## config.mk

```make
export PLATFORM = sky130hd
export DESIGN_NAME = ext_tid_gen
export DESIGN_NICKNAME = d
export VERILOG_FILES = /design/src/rtl/mchan_ext_pkg.sv /design/src/rtl/ext_tid_ff1.sv /design/src/rtl/ext_tid_gen.sv
export SDC_FILE = /design/constraint.sdc
export NUM_CORES = 1
export LEC_CHECK = 0
export ABC_AREA = 1
export ABC_CLOCK_PERIOD_IN_PS = 2400
export BUFFER_PORTS_ARGS = -buffer_cell sky130_fd_sc_hd__buf_2
export CAP_MARGIN = 20
export CORE_ASPECT_RATIO = 1.2
export CORE_UTILIZATION = 45
export CTS_CLUSTER_DIAMETER = 40
export DETAILED_ROUTE_END_ITERATION = 8
export PLACE_DENSITY = 0.73
export SYNTH_ARGS = -nofsm -noshare
export SYNTH_HDL_FRONTEND = slang
export SYNTH_SLANG_ARGS = --single-unit
```

## constraint.sdc

```tcl
create_clock -name clk_i -period 2.4 [get_ports clk_i]
set_clock_uncertainty 0.05 [all_clocks]
set_input_delay 0.24 -clock clk_i [delete_from_list [all_inputs] [get_ports clk_i]]
set_output_delay 0.24 -clock clk_i [all_outputs]
set_load 0.01 [all_outputs]
```

## src/rtl/mchan_ext_pkg.sv

```systemverilog
// Shared types and defaults for the external-interface transaction-ID logic.
package mchan_ext_pkg;

   localparam int EXT_TID_WIDTH_DEFAULT = 4;
   localparam int EXT_NB_TIDS_DEFAULT   = 16;

   typedef logic [EXT_TID_WIDTH_DEFAULT-1:0] ext_tid_t;

endpackage

```

## src/rtl/ext_tid_ff1.sv

```systemverilog
// Find the first zero bit in vec_i, scanning upward from start_i and wrapping
// at N-1. idx_o is 0 and found_o is low when every bit is set.
module ext_tid_ff1 #(
   parameter int N  = 16,
   parameter int IW = 4
) (
   input  logic [N-1:0]  vec_i,
   input  logic [IW-1:0] start_i,
   output logic [IW-1:0] idx_o,
   output logic          found_o
);

   int pos;

   // Scan from the farthest offset down so the nearest free slot wins.
   always_comb begin
      idx_o   = '0;
      found_o = 1'b0;
      pos     = 0;
      for (int k = N - 1; k >= 0; k--) begin
         pos = int'(start_i) + k;
         if (pos >= N) pos = pos - N;
         if (!vec_i[pos]) begin
            idx_o   = IW'(pos);
            found_o = 1'b1;
         end
      end
   end

endmodule

```

## src/rtl/ext_tid_gen.sv

```systemverilog
// Transaction-ID pool for the external read/write interfaces.
// EXT_TID_RR_ALLOC_EN selects round-robin allocation; default is lowest-free-first.
module ext_tid_gen
   import mchan_ext_pkg::*;
#(
   parameter int EXT_TID_WIDTH = EXT_TID_WIDTH_DEFAULT,
   parameter int NB_TIDS       = EXT_NB_TIDS_DEFAULT,
   parameter int CNT_WIDTH     = $clog2(NB_TIDS + 1)
) (
   input  logic                     clk_i,
   input  logic                     rst_ni,
   input  logic                     incr_i,
   output logic                     valid_tid_o,
   output logic [EXT_TID_WIDTH-1:0] tid_o,
   input  logic                     release_tid_i,
   input  logic [EXT_TID_WIDTH-1:0] tid_i,
   output logic [CNT_WIDTH-1:0]     outstanding_o,
   output logic                     idle_o,
   output logic                     err_o
);

   logic [NB_TIDS-1:0]       busy_q, busy_d;
   logic [CNT_WIDTH-1:0]     cnt_q, cnt_d;
   logic                     err_q, err_d;
   logic [EXT_TID_WIDTH-1:0] scan_start, free_idx;
   logic                     free_found;
   logic                     rel_busy, alloc, rel;

`ifdef EXT_TID_RR_ALLOC_EN
   logic [EXT_TID_WIDTH-1:0] ptr_q, ptr_d;
   assign scan_start = ptr_q;
`else
   assign scan_start = '0;
`endif

   ext_tid_ff1 #(
      .N  (NB_TIDS),
      .IW (EXT_TID_WIDTH)
   ) u_ff1 (
      .vec_i   (busy_q),
      .start_i (scan_start),
      .idx_o   (free_idx),
      .found_o (free_found)
   );

   assign valid_tid_o   = ~&busy_q;
   assign tid_o         = free_found ? free_idx : '0;
   assign outstanding_o = cnt_q;
   assign idle_o        = (cnt_q == '0);
   assign err_o         = err_q;

   always_comb begin
      rel_busy = 1'b0;
      if (int'(tid_i) < NB_TIDS) rel_busy = busy_q[tid_i];
   end

   assign alloc = incr_i & valid_tid_o;
   assign rel   = release_tid_i & rel_busy;

   // Allocation picks from pre-release state, so alloc and rel never hit the same bit.
   always_comb begin
      busy_d = busy_q;
      if (alloc) busy_d[tid_o] = 1'b1;
      if (rel)   busy_d[tid_i] = 1'b0;
   end

   always_comb begin
      cnt_d = cnt_q;
      case ({alloc, rel})
         2'b10:   cnt_d = cnt_q + CNT_WIDTH'(1);
         2'b01:   cnt_d = cnt_q - CNT_WIDTH'(1);
         default: cnt_d = cnt_q;
      endcase
   end

   assign err_d = err_q | (incr_i & ~valid_tid_o) | (release_tid_i & ~rel_busy);

`ifdef EXT_TID_RR_ALLOC_EN
   always_comb begin
      ptr_d = ptr_q;
      if (alloc) ptr_d = (int'(tid_o) == NB_TIDS - 1) ? '0 : tid_o + EXT_TID_WIDTH'(1);
   end

   always_ff @(posedge clk_i or negedge rst_ni) begin
      if (!rst_ni) ptr_q <= '0;
      else         ptr_q <= ptr_d;
   end
`endif

   always_ff @(posedge clk_i or negedge rst_ni) begin
      if (!rst_ni) begin
         busy_q <= '0;
         cnt_q  <= '0;
         err_q  <= 1'b0;
      end else begin
         busy_q <= busy_d;
         cnt_q  <= cnt_d;
         err_q  <= err_d;
      end
   end

endmodule

```

==> impl_metrics.env, run 1 <==
export IMPL_status="finished, violations left"
export IMPL_violations="negative setup slack"
export IMPL_yosys_warnings=0
export IMPL_dieHeight_microns=64.7
export IMPL_slew_headroom=0.663
export IMPL_fin_crit_ps=2420
export IMPL_timing_rr_end="outstanding_o[4]$_DFFE_PN0P_"
export IMPL_tritoncts="yes"
export IMPL_worst_r2r_path_depth=14
export IMPL_syn_cell_area_sq_mm=0.00148
export IMPL_cp_startpoint="busy_q[6]$_DFF_PN0_"
export IMPL_drc=0
export IMPL_dieArea_sq_mm=0.00351
export IMPL_grt_ovfl_total=0
export IMPL_hold_viol=0
export IMPL_dr_first_iter_drc_count=86
export IMPL_core_area_sq_mm=0.00308
export IMPL_yosysTopAreaCellShare=0.373
export IMPL_yosys_register_bits=22
export IMPL_h_tree_depth=1
export IMPL_min_period_over_period=1.01
export IMPL_synthArstFlopShare=1.00
export IMPL_synth_top_area_cell="dfrtp_1"
export IMPL_rsz0062_at_grt="true"
export IMPL_cts_root_buffer="clkbuf_4"
export IMPL_grt_usage=0.276
export IMPL_crit_family="simple AND/OR/NAND/NOR gates"
export IMPL_critical_path_slowest_cell="dfrtp_1"
export IMPL_path_buf_inv=3
export IMPL_end_kind="flip-flop"
export IMPL_synth_main_ff_cell="dfrtp_1"
export IMPL_fmax_mhz=414
export IMPL_synth_nets=216
export IMPL_power_density_mw_per_mm2=1280
export IMPL_grt_start_max_net_pins=23
export IMPL_pre_cts_slack_ps=-237
export IMPL_drive_gt1_frac=0.419
export IMPL_antenna_found_initial=0
export IMPL_synth_edf_count=0
export IMPL_port_buffers=19
export IMPL_cp_max_fo=4
export IMPL_synth_distinct_cells=32
export IMPL_antenna_cells=0
export IMPL_setup_ws_ps=-15.4
export IMPL_synth_area_leaders="dfrtp_1, nand2_1, inv_1"
export IMPL_clk_path_buf_depth=2
export IMPL_grt_pass1_wl_microns=7030
export IMPL_hpwl_microns=2890
export IMPL_via_per_inst=5.39
export IMPL_p_leak_nw=1.06
export IMPL_clkTransAtPathRegs_ps=130
export IMPL_cts_sinks=22
export IMPL_synth_seq_area_share=0.373
export IMPL_cp_cell_sequence="inv_2 > nor3_4 > nand2_2 > nor3_4 > inv_2 > nand2_4 > ha_4 > inv_4 > fa_2 > nor2_2 > a211oi_2 > nor2_1 > nor2_2 > xor2_1"
export IMPL_peakVddDrop_mv=0.897
export IMPL_first_global_vias=1550
export IMPL_rrSetupSlack_ps=-20
export IMPL_crit_arrival_ps=2590
export IMPL_tightest_slew_ps=505
export IMPL_worstPathRequired_ps=2570
export IMPL_slew_violations=0
export IMPL_cts_buffers=3
export IMPL_hold_ws_ps=143
export IMPL_antenna_left=0
export IMPL_slowest_delay_ps=400
export IMPL_area_growth_pct=43.5
export IMPL_setup_violations=1
export IMPL_final_cell_mix="buf_4, nand2_1, nor2_1, dfrtp_1, inv_1"
export IMPL_timing_hold_worst_class="primary input to flip-flop"
export IMPL_r2r_start="busy_q[6]$_DFF_PN0_"
export IMPL_synth_avg_cell_area_sq_um=7.27
export IMPL_finalInstanceArea_sq_mm=0.00212
export IMPL_insertion_delay_ps=320
export IMPL_pin_count=20
export IMPL_synthCells=203
export IMPL_setup_worst_path_end="outstanding_o[4]$_DFFE_PN0P_"
export IMPL_seq_area_sq_um=551
export IMPL_rows=22
export IMPL_total_power_w=0.00271
export IMPL_dp_cells=276
export IMPL_drt_wirelength_per_cell_microns=14.5
export IMPL_dr_pass1_iters=5
export IMPL_dieWidth_microns=54.3
export IMPL_final_cell_count_no_fill=306
export IMPL_path_depth=14
export IMPL_fill_cells=240
export IMPL_vias=1650
export IMPL_layout_commonest_cell="buf_4"
export IMPL_dpl_cell_area_sq_mm=0.00177
export IMPL_worst_setup_path_start_kind="flip-flop"
export IMPL_routed_wl_microns=4420
export IMPL_drv_cap=0
export IMPL_nNetsFinal=285
export IMPL_critPathKind="flip-flop to flip-flop"
export IMPL_gp_congestion=0.927
export IMPL_start_util=0.478
export IMPL_multiInputGateArea_sq_um=907
-- sequential cells by signal (all words and copies together), names as in the netlist --
name,cells
busy_q,16
outstanding_o,5
err_o,1
-- report_power, final --
group / total, W / internal (W) / switching [W]
clock: 0.000177 / 0.0000589 / 0.000118
sequential: 0.000688 / 0.000531 / 0.000157
combinational: 0.00185 / 0.000802 / 0.00104
total: 0.00271 / 0.00139 / 0.00132
-- synth_stat cells (all sizes together) (2+ instances only) --
cell	instances
nor3	5
nand3	16
and3	2
nand2	37
xor2	2
a21oi	16
dfrtp	22
nand4	5
buf	2
o21ai	7
ha	4
nor2	31
inv	35
o22ai	9
a22oi	2
-- area by class of cell --
cell class              instances  share of cell area
flip-flops and latches         22               0.260
multi-input cells             143               0.428
well taps                      36              0.0213
repair buffers                 66               0.215
inverters                      36              0.0650
clock buffers                   3              0.0106
-- worst min path at each step --
stage | slack, ps | from | depth (start not counted) | to
6_report | 140 | release_tid_i | 2 | err_o$_DFF_PN0_
5_1_grt | 150 | release_tid_i | 2 | err_o$_DFF_PN0_
4_1_cts | 140 | release_tid_i | 2 | err_o$_DFF_PN0_
3_5_place_dp | 190 | rst_ni | 1 | busy_q[10]$_DFF_PN0_
3_3_place_gp | 190 | rst_ni | 1 | busy_q[9]$_DFF_PN0_
2_1_floorplan | -110 | rst_ni | 0 | busy_q[0]$_DFF_PN0_
-- stage by stage --
| step | setup TNS, ps | util |
|---|---|---|
| finish | -15.4 | 0.687 |
| floorplan | 0 | - |
| global route | -264 | 0.687 |
| detailed placement | -524 | 0.575 |
| CTS | 0 | 0.649 |
| global placement | -468 | 0.575 |
-- per-layer routing --
metal  vias to the layer above  track usage  part of all wire
met5                         -            0                 0
met4                         0        0.135             0.037
met3                        19       0.0563             0.070
met2                        76        0.431              0.49
met1                       752        0.350              0.40
li1                        803            -                 -
-- repair_timing --
action                                  CTS  global route
setup buffers                            19             8
hold endpoints to repair                 22             0
resized for setup                        10            26
pin swaps                                13            14
hold buffers                              1             0
gates cloned                              0             0
endpoints found under the setup margin    2            12
-- kinds of logic after synthesis --
family                   share of synthesized area
AO/OA/AOI/OAI                                0.151
XOR/XNOR                                    0.0178
adder cells (fa/ha/maj)                     0.0475
buffers and inverters                        0.103
flip-flops                                   0.373
AND/OR/NAND/NOR                              0.308
Note: power is estimated with default switching activity, not from simulation.
==> inputs of run 2 (changes only) <==
--- a/config.mk
+++ b/config.mk
@@ -5,12 +5,13 @@
 export SDC_FILE = /design/constraint.sdc
 export NUM_CORES = 1
 export LEC_CHECK = 0
-export ABC_AREA = 1
+export ABC_AREA = 0
 export ABC_CLOCK_PERIOD_IN_PS = 2400
 export BUFFER_PORTS_ARGS = -buffer_cell sky130_fd_sc_hd__buf_2
 export CAP_MARGIN = 20
 export CORE_ASPECT_RATIO = 1.2
 export CORE_UTILIZATION = 45
+export CTS_BUF_LIST = sky130_fd_sc_hd__clkbuf_16
 export CTS_CLUSTER_DIAMETER = 40
 export DETAILED_ROUTE_END_ITERATION = 8
 export PLACE_DENSITY = 0.73
==> run 2 against run 1 <==
  * The run ends with design-rule violations, negative setup slack left
  * Cell count fell by 18%
  * Worst hold slack better by 140 ps
  * Synthesized cell count down 19%
  * Critical path type unchanged
==> impl_metrics.env, run 2 <==
export IMPL_status="finished, violations left"
export IMPL_final_cell_count_no_fill=251
export IMPL_worst_r2r_path_depth=11
export IMPL_drt_wirelength_per_cell_microns=19.2
export IMPL_grt_start_max_net_pins=23
export IMPL_fmax_mhz=366
export IMPL_dieHeight_microns=68.1
export IMPL_tritoncts="yes"
export IMPL_rows=23
export IMPL_syn_cell_area_sq_mm=0.00164
export IMPL_grt_usage=0.271
export IMPL_hpwl_microns=3590
export IMPL_dp_cells=240
export IMPL_via_per_inst=6.36
export IMPL_dieArea_sq_mm=0.00388
export IMPL_worstPathRequired_ps=2530
export IMPL_largest_reg_flops=16
export IMPL_violations="design-rule violations, negative setup slack"
export IMPL_setup_ws_ps=-329
export IMPL_peakVddDrop_mv=0.555
export IMPL_clk_path_buf_depth=2
export IMPL_yosys_register_bits=22
export IMPL_power_density_mw_per_mm2=1160
export IMPL_antenna_cells=0
export IMPL_synth_area_leaders="dfrtp_1, o22a_1, clkbuf_8"
export IMPL_critPathKind="flip-flop to flip-flop"
export IMPL_grt_pass1_wl_microns=7830
export IMPL_synthCells=164
export IMPL_end_kind="flip-flop"
export IMPL_first_global_vias=1671
export IMPL_slew_violations=0
export IMPL_yosysTopAreaCellShare=0.336
export IMPL_synth_most_common_cell="dfrtp_1"
export IMPL_antenna_found_initial=0
export IMPL_layout_commonest_cell="buf_4"
export IMPL_synth_distinct_cells=49
export IMPL_dr_first_iter_drc_count=103
export IMPL_synth_edf_count=0
export IMPL_rsz0062_at_grt="true"
export IMPL_hold_ws_ps=281
export IMPL_start_util=0.482
export IMPL_final_cell_mix="buf_4, dfrtp_1, buf_2, nand2_1, nor2_1"
export IMPL_dieWidth_microns=57.1
export IMPL_dr_pass1_iters=7
export IMPL_insertion_delay_ps=260
export IMPL_drive_gt1_frac=0.388
export IMPL_nNetsFinal=228
export IMPL_synth_main_ff_cell="dfrtp_1"
export IMPL_synth_commonest_cells="dfrtp_1, nand2_1, nor2_1"
export IMPL_h_tree_depth=1
export IMPL_synthArstFlopShare=1.00
export IMPL_cp_max_fo=4
export IMPL_area_growth_pct=28.6
export IMPL_grt_ovfl_total=0
export IMPL_synth_nets=177
export IMPL_tightest_slew_ps=508
export IMPL_crit_arrival_ps=2860
export IMPL_cts_root_buffer="clkbuf_16"
export IMPL_drc=2
export IMPL_pin_count=20
export IMPL_min_period_over_period=1.14
export IMPL_setup_violations=4
export IMPL_vias=1596
export IMPL_antenna_left=0
export IMPL_p_leak_nw=0.929
export IMPL_top_register="busy_q"
export IMPL_fin_crit_ps=2730
export IMPL_worst_setup_path_start_kind="flip-flop"
export IMPL_whs_path_depth=3
export IMPL_total_power_w=0.00245
export IMPL_timing_hold_worst_class="primary input to flip-flop"
export IMPL_cts_sinks=22
export IMPL_routed_wl_microns=4820
export IMPL_synth_top_area_cell="dfrtp_1"
export IMPL_slew_headroom=0.661
export IMPL_gp_congestion=0.960
export IMPL_core_area_sq_mm=0.00340
export IMPL_clkTransAtPathRegs_ps=60
export IMPL_port_buffers=19
export IMPL_drv_cap=0
export IMPL_hold_viol=0
export IMPL_synth_avg_cell_area_sq_um=9.98
export IMPL_synth_seq_area_share=0.336
export IMPL_yosys_warnings=0
export IMPL_cts_buffers=3
==> run 2: what timing repair did <==
action / in CTS / in global routing
endpoints found under the hold margin: 22 / 0
resized for setup: 8 / 1
hold buffers: 1 / 0
buffers inserted: 5 / 1
pin swaps: 8 / 5
gates cloned: 0 / 0
setup endpoints to repair: 4 / 4
==> run 2: kinds of logic after synthesis <==
kind of cell	after synthesis	share of synthesized area
simple gates	71	0.263
flops	22	0.336
mux	7	0.0787
buf+inv	18	0.0887
fa+ha+maj	5	0.0428
compound gates	37	0.169
xor+xnor	4	0.0214
==> run 2: worst paths after layout <==
path | start | slack, ps | to
worst max-delay path | busy_q[2]$_DFF_PN0_ | -330 | outstanding_o[4]$_DFFE_PN0P_
worst min-delay path | incr_i | 280 | busy_q[0]$_DFF_PN0_
worst max register to register | busy_q[2]$_DFF_PN0_ | -330 | outstanding_o[4]$_DFFE_PN0P_
worst min register to register | outstanding_o[4]$_DFFE_PN0P_ | 470 | outstanding_o[4]$_DFFE_PN0P_
max in group asynchronous | rst_ni | 1500 | busy_q[0]$_DFF_PN0_
min in group asynchronous | rst_ni | 430 | busy_q[8]$_DFF_PN0_
==> run 2: critical path, stage by stage, from the launching register on <==
cell and delay, ps:
dfrtp_1 440, nand4_2 140, or4_4 580, nand2_4 100
ha_4 170, inv_1 80, fa_2 370, nor2b_4 120
o21ai_2 60, and3_1 170, nor3_2 200, xor2_1 180
==> run 2: power by group <==
part           switching (W)  leakage [nW]  internal (W)
Clock               0.000146        0.0385      0.000223
Sequential          0.000157         0.249      0.000500
Combinational       0.000735         0.641      0.000686
==> run 2: cell type report <==
class,count,area [sq um]
clock inverter,1,3.75
inverter,9,33.8
timing repair buffer,55,372
sequential,22,553
tap,37,46.3
fill,291,1290
clock buffer,3,75.1
multi-input combinational,124,1020
==> run 2: stage by stage <==
stage	setup WS [ps]	utilization	area, sq um	setup TNS [ps]
floorplan	-197	-	1680	-318
global placement	-243	0.568	1930	-434
detailed placement	-390	0.568	1930	-708
CTS	-336	0.616	2090	-694
global route	-419	0.620	2100	-981
finish	-329	0.620	2100	-700
==> run 2: per-layer routing <==
metal / vias up / global-route usage / wire (microns)
met2: 81 / 0.499 / 2520
met5: - / 0 / 0
li1: 729 / - / -
met1: 768 / 0.294 / 1800
met4: 0 / 0.168 / 198
met3: 18 / 0.0435 / 305
